$ cat src/rtl/mc_ctrl.sv
// Multi-cycle control FSM for the MIPS-lite core: sequences FETCH..write-back,
// drives datapath enables/selects, owns the EXL flag and enters the interrupt vector.
`timescale 1ns/1ps
module mc_ctrl (
  input  logic        clk,
  input  logic        rst,
  input  logic [31:0] instruction,
  input  logic        IntReq,
  output logic        PCWr,
  output logic [1:0]  PCsrc,
  output logic        EPCWr,
  output logic        RetSel,
  output logic        IRWr,
  output logic        RegWr,
  output logic [1:0]  RegDst,
  output logic [1:0]  MemtoReg,
  output logic        ALUsrc,
  output logic [1:0]  ALUop,
  output logic        ExtOp,
  output logic        MemWr,
  output logic        EXL
);

  typedef enum logic [3:0] {
    FETCH  = 4'd0,
    DECODE = 4'd1,
    MA     = 4'd2,
    MR     = 4'd3,
    MWB    = 4'd4,
    MW     = 4'd5,
    EXE    = 4'd6,
    AWB    = 4'd7,
    BR     = 4'd8,
    JMP    = 4'd9,
    INT    = 4'd10
  } state_t;

  state_t state, next_state;
  logic   exl_q, exl_set, exl_clr;

  logic [5:0] op, funct;
  logic       is_r, is_addu, is_subu, is_jr, is_ori, is_lw, is_sw;
  logic       is_beq, is_lui, is_j, is_jal, is_eret;
  logic       unused_ir;

  assign op        = instruction[31:26];
  assign funct     = instruction[5:0];
  assign unused_ir = ^instruction[25:6];

  assign is_r    = (op == 6'b000000);
  assign is_addu = is_r && (funct == 6'b100001);
  assign is_subu = is_r && (funct == 6'b100011);
  assign is_jr   = is_r && (funct == 6'b001000);
  assign is_ori  = (op == 6'b001101);
  assign is_lw   = (op == 6'b100011);
  assign is_sw   = (op == 6'b101011);
  assign is_beq  = (op == 6'b000100);
  assign is_lui  = (op == 6'b001111);
  assign is_j    = (op == 6'b000010);
  assign is_jal  = (op == 6'b000011);
  assign is_eret = (op == 6'b010000) && (funct == 6'b011000);

  // Internal (ungated) control values; outputs are forced low while rst is high
  logic       pc_wr, epc_wr, ret_sel, ir_wr, reg_wr, alu_src, ext_op, mem_wr;
  logic [1:0] pc_src, reg_dst, mem_to_reg, alu_op;
  state_t     completion;

  always_ff @(posedge clk or posedge rst) begin
    if (rst) begin
      state <= FETCH;
      exl_q <= 1'b0;
    end else begin
      state <= next_state;
      if (exl_set)      exl_q <= 1'b1;
      else if (exl_clr) exl_q <= 1'b0;
    end
  end

  always_comb begin
    next_state = FETCH;
    pc_wr      = 1'b0;
    pc_src     = 2'b00;
    epc_wr     = 1'b0;
    ret_sel    = 1'b0;
    ir_wr      = 1'b0;
    reg_wr     = 1'b0;
    reg_dst    = 2'b00;
    mem_to_reg = 2'b00;
    alu_src    = 1'b0;
    alu_op     = 2'b00;
    ext_op     = 1'b0;
    mem_wr     = 1'b0;
    exl_set    = 1'b0;
    exl_clr    = 1'b0;
    // Interrupts are taken only at instruction boundaries and never while EXL is set
    completion = (IntReq && !exl_q) ? INT : FETCH;

    case (state)
      FETCH: begin
        ir_wr      = 1'b1;
        pc_wr      = 1'b1;
        next_state = DECODE;
      end
      DECODE: begin
        if (is_lw || is_sw)                            next_state = MA;
        else if (is_addu || is_subu || is_ori || is_lui) next_state = EXE;
        else if (is_beq)                               next_state = BR;
        else if (is_j || is_jal || is_jr || is_eret)   next_state = JMP;
        else                                           next_state = completion;
      end
      MA, MR: begin
        alu_src    = 1'b1;
        ext_op     = 1'b1;
        next_state = (state == MR) ? MWB : (is_lw ? MR : MW);
      end
      MWB: begin
        reg_wr     = 1'b1;
        mem_to_reg = 2'b01;
        next_state = completion;
      end
      MW: begin
        mem_wr     = 1'b1;
        alu_src    = 1'b1;
        ext_op     = 1'b1;
        next_state = completion;
      end
      EXE, AWB: begin
        if (is_subu) begin
          alu_op = 2'b01;
        end else if (is_ori) begin
          alu_op  = 2'b10;
          alu_src = 1'b1;
        end else if (is_lui) begin
          alu_op  = 2'b11;
          alu_src = 1'b1;
        end
        if (state == AWB) begin
          reg_wr     = 1'b1;
          reg_dst    = is_r ? 2'b01 : 2'b00;
          next_state = completion;
        end else begin
          next_state = AWB;
        end
      end
      BR: begin
        alu_op     = 2'b01;
        pc_wr      = 1'b1;
        pc_src     = 2'b01;
        next_state = completion;
      end
      JMP: begin
        if (is_j || is_jal) begin
          pc_wr  = 1'b1;
          pc_src = 2'b10;
        end
        if (is_jal) begin
          reg_wr     = 1'b1;
          reg_dst    = 2'b10;
          mem_to_reg = 2'b10;
        end
        if (is_jr || is_eret) begin
          pc_wr  = 1'b1;
          pc_src = 2'b11;
        end
        if (is_eret) begin
          ret_sel = 1'b1;
          exl_clr = 1'b1;
        end
        next_state = completion;
      end
      INT: begin
        pc_wr      = 1'b1;
        pc_src     = 2'b10;
        epc_wr     = 1'b1;
        exl_set    = 1'b1;
        next_state = FETCH;
      end
      default: next_state = FETCH;
    endcase
  end

  assign PCWr     = pc_wr   & ~rst;
  assign PCsrc    = rst ? 2'b00 : pc_src;
  assign EPCWr    = epc_wr  & ~rst;
  assign RetSel   = ret_sel & ~rst;
  assign IRWr     = ir_wr   & ~rst;
  assign RegWr    = reg_wr  & ~rst;
  assign RegDst   = rst ? 2'b00 : reg_dst;
  assign MemtoReg = rst ? 2'b00 : mem_to_reg;
  assign ALUsrc   = alu_src & ~rst;
  assign ALUop    = rst ? 2'b00 : alu_op;
  assign ExtOp    = ext_op  & ~rst;
  assign MemWr    = mem_wr  & ~rst;
  assign EXL      = exl_q   & ~rst;

endmodule

$ cat config.mk
export PLATFORM = sky130hd
export DESIGN_NAME = mc_ctrl
export DESIGN_NICKNAME = d
export VERILOG_FILES = /design/src/rtl/mc_ctrl.sv
export SDC_FILE = /design/constraint.sdc
export NUM_CORES = 1
export LEC_CHECK = 0
export BUFFER_PORTS_ARGS = -buffer_cell sky130_fd_sc_hd__buf_2
export CAP_MARGIN = 30
export CORE_AREA = 3 3 48 50
export DETAILED_ROUTE_END_ITERATION = 12
export DIE_AREA = 0 0 51 53
export PLACE_DENSITY_LB_ADDON = 0.05
export SKIP_CTS_REPAIR_TIMING = 1
export SLEW_MARGIN = 30
export SYNTH_ARGS = -nofsm -noshare
export SYNTH_HDL_FRONTEND = slang
export SYNTH_SLANG_ARGS = --single-unit
$ cat constraint.sdc
create_clock -name clk -period 1.7 [get_ports clk]
set_input_delay 0.17 -clock clk [delete_from_list [all_inputs] [get_ports clk]]
set_output_delay 0.17 -clock clk [all_outputs]
set_load 0.1 [all_outputs]
# Word-level counts from Yosys, hierarchy flattened
# Cells that the tools add are included.
# W data, S select, Z words.
# word_totals
reg_bits	5
elab_cells	99
# op_classes
n_eq_ne	22
n_mux	43
n_bitwise	10
reduce_logical	22
# op_table
operator	n
$eq A6 B6 Y1 const B	4
$mux W4	6
$mux W2	10
$pmux W4 S5	1
$eq A6 B4 Y1 const B	3
$mux W1	17
$eq A4 B3 Y1 const B	4
$eq A4 B4 Y1 const B	3
$eq A6 B2 Y1 const B	2
$eq A6 B5 Y1 const B	2
$pmux W2 S2	3
$and A1 B1 Y1	9
$eq A4 B2 Y1 const B	2
$logic_or A1 B1 Y1	8
$eq A6 B3 Y1 const B	1
$logic_not A6 Y1	1
$mux W3	2
$pmux W2 S3	1
$reduce_or A3 Y1	2
$logic_and A1 B1 Y1	5
$eq A4 B1 Y1 const B	1
$logic_not A4 Y1	1
$pmux W1 S2	2
$reduce_or A2 Y1	2
other kinds (5)	5

# Longest topological paths before layout
# logic_depth
word_depth	9
depth_mapped	5
depth_no_buf	4

# Worst setup path after synthesis
# No wires, ideal clock.
# synth_path
path_type	input-to-output
from	in instruction[30]
to	out RegWr
arrival_ns	4.753
slack_ns	-3.223
stages	5
path_buffers	1
cell_sequence	clkbuf_1 -> nor4_1 -> inv_1 -> nor4_1 -> a41o_1
# synth_between
elab_chain_len	4
# synth_lines
item	line_no	text
from (decl)	7	input logic [31:0] instruction,
$eq A6 B2 Y1	60	assign is_jal = (op == 6'b000011);
$mux W1	156	if (is_jal) begin
$pmux W1 S3	98	case (state)
$and A1 B1 Y1	187	assign RegWr = reg_wr & ~rst;
to (decl)	14	output logic RegWr,
# Every way passes these cells.

# Worst setup path after layout
# layout_path
from	in instruction[1]
to	out PCsrc[0]
# layout_between
elab_chain_len	6
elab_cells_between_ends	8
# layout_lines
item	line_no	text
$eq A6 B4 Y1 / $eq A6 B5 Y1 (equally long branches)	53, 61	
$logic_and A1 B1 Y1, on equally long branches	53, 61	
$logic_or A1 B1 Y1 (*)	161	if (is_jr || is_eret) begin
$mux W2 (*)	161	
$pmux W2 S3 (*)	98	
$mux W2 (*)	183	assign PCsrc = rst ? 2'b00 : pc_src;
to (decl)	10	output logic [1:0] PCsrc,
# Every way passes the cells marked *; elsewhere a longest branch is shown, timed or not.

==> out/metrics.cfg <==
[clock_tree]
cts_tree = done
htreeDepth = 1
root_buffer = clkbuf_4
clkSinkCount = 5
clk_pin_slew_ns = 0.05
cts_buffers = 3
insertion_delay_ns = 0.24
cts_buffer_depth = 2

[cells_and_area]
fin_cells = 187
stdcell_area_um2 = 1768
drive_gt1_share_pct = 73.75
layout_common_cells = buf_4 (27), buf_12 (19), buf_2 (14), buf_6 (8), nand2_1 (7)
fill_cells = 73
seq_area_um2 = 130.1
areaGrowthSynthToFinish_pct = 171.2
nets = 196
antenna_cells = 0
multi_input_comb_area_um2 = 802.0
final_common_cell = buf_4

[die]
dieArea_um2 = 2703
pin_count = 52
die_y_um = 53
core_region_area_um2 = 1942
fp.dieW_um = 51
num_rows = 16
initial_core_util_pct = 33.57

[outcome]
violations = setup timing
status = finished with violations

[route]
drt_iter0_markers = 47
drc = 0
vias = 1142
wl_per_cell_um = 21.70
totalWireLength_um = 4058
antenna_left = 0
firstDrtPassIters = 4
vias_per_cell = 6.107

[sta]
setup_violations = 14
setup_ws_ns = -0.4926
finalClockSkew_ns = 0.006351
hold_viol_final = 0
fmax_ghz = 0.4561
slew_violations = 0
setup_tns_ns = -2.656
rsz0062_at_grt = yes
finalCritPeriodShare_pct = 129.0
tightest_slew_ns = 0.4834
fin_crit_ns = 2.193
max_slew_margin_pct = 68.00

[synthesis]
ys_seq_elements = 5
syn_area_um2 = 651.9
synth_edf_count = 0
syn-num-nets = 128
ys.flop_type = dfrtp_1
ys.warnings.count = 0
syn_inst = 93
ys_seq_area_share_pct = 19.19
post_synth_num_cell_types = 35
avgSynthCellArea_um2 = 7.009
synthArstFlopShare_pct = 100.0

[power]
seq_power_share_pct = 16.9
clkPwrFrac_pct = 12.6
p_int_w = 0.0005825
pwr-share-comb_pct = 70.5
p_sw_share_pct = 49.02
p_leak_nw = 0.7245
power_density_nw_per_um2 = 646.3
power.switching_w = 0.0005601
fin_total_pwr_w = 0.001143
worst_ir_drop_vdd_v = 0.0006796

[global_route]
grt_pass1_vias = 869
grt_max_degree = 11
grt_pass1_wl_um = 3898
grtUsageTotal_pct = 18.74
overflow = 0
antenna_found_initial = 0

[placement]
place_congestion = 0.8801
io_buffers = 31
dp_cells = 172
post_dp_cell_area_um2 = 1515
dp_hpwl_um = 2099

[critical_path]
critical_path_class = primary input to output pin
crit_start = instruction[1]
path_max_fanout = 3
end_kind = output pin
cp.arrival_ns = 2.02
start_kind = primary input
rr_startpoint = state[3]
reg2regPathDepth = 4
worstPathRequired_ns = 1.53

[run]
maxCapViolations = 0

[hold_path]
worstHoldPathType = primary input to asynchronous set/reset pin

==> logic make-up (layout without fill, tap and decap cells) <==
kind of cell	count (synthesis)	after routing	synth area share (%)
DFF	5	5	19.19
AOI/OAI and AO/OA	16	16	17.85
and+or+nand+nor	59	59	52.78
muxes	1	1	1.727
xor gates and xnor gates	2	2	2.688
buffers and inverters	10	77	5.757
==> routing by layer <==
metal  up-vias  global-route usage, %  share of wire, %
li1        489                      -                 -
met1       547                  22.03                36
met2        86                  36.05                52
met3        20                  1.972               7.7
met4         0                  4.036               3.7
met5         -                      0                 0
==> final cells by class <==
type / count / share of cell area, %
clock buffers: 4 / 1.486
inverters: 4 / 0.9908
multi-input cells: 78 / 45.36
flip-flops and latches: 5 / 7.360
well taps: 27 / 1.911
repair buffers: 69 / 42.89
==> synthesized netlist by cell type, drive strengths merged (2+ instances only) <==
master  count  share of area (%)
inv         4                2.3
nor4b       3                4.0
dfrtp       5                 19
or4b        3                5.2
nor4        4                3.8
nor2        9                5.2
nand2      10                5.8
o31ai       2                2.3
nand2b      3                2.9
nor3        8                6.1
or4         3                3.5
nand4       4                3.8
nor3b       2                2.3
nor2b       4                3.8
o22ai       2                1.9
clkbuf      5                2.9
nand3       2                1.5
o21ai       5                3.8
==> power by group through the flow <==
stage | sequential (W) | clock [W] | combinational, W
2_1_floorplan | 0.000156 | 0 | 0.000449
3_3_place_gp | 0.000177 | 0 | 0.000628
3_5_place_dp | 0.000177 | 0 | 0.000640
4_1_cts | 0.000175 | 0.000134 | 0.000642
5_1_grt | 0.000197 | 0.000157 | 0.000833
6_report | 0.000193 | 0.000144 | 0.000805
==> worst paths after layout <==
kind,to,slack [ns]
worst min-delay path,state[2],0.005
max in group asynchronous,state[1],1.50
worst max register to register,state[3],0.02
worst max-delay path,PCsrc[0],-0.49
worst min register to register,exl_q,0.53
min in group clk,state[3],0.40
==> worst max-delay path: stages <==
cell	delay, ns
buf_2	0.12
or4b_4	0.57
or4b_4	0.54
buf_6	0.15
a211oi_4	0.26
buf_12	0.21
==> registers in the layout (all words and copies together) (netlist names) <==
name   count
exl_q      1
state      4
==> through the flow <==
stage	utilization (%)	setup slack (ns)	hold slack, ns
after global routing	91.04	-0.5241	0.01892
after floorplan	-	-0.6455	0.2010
final	91.04	-0.4926	0.004740
after detailed placement	78.03	-0.4657	0.2584
after global placement	78.03	-0.4218	0.2509
after CTS	79.38	-0.4728	0.007974
Note: power is estimated with default switching activity, not from simulation.
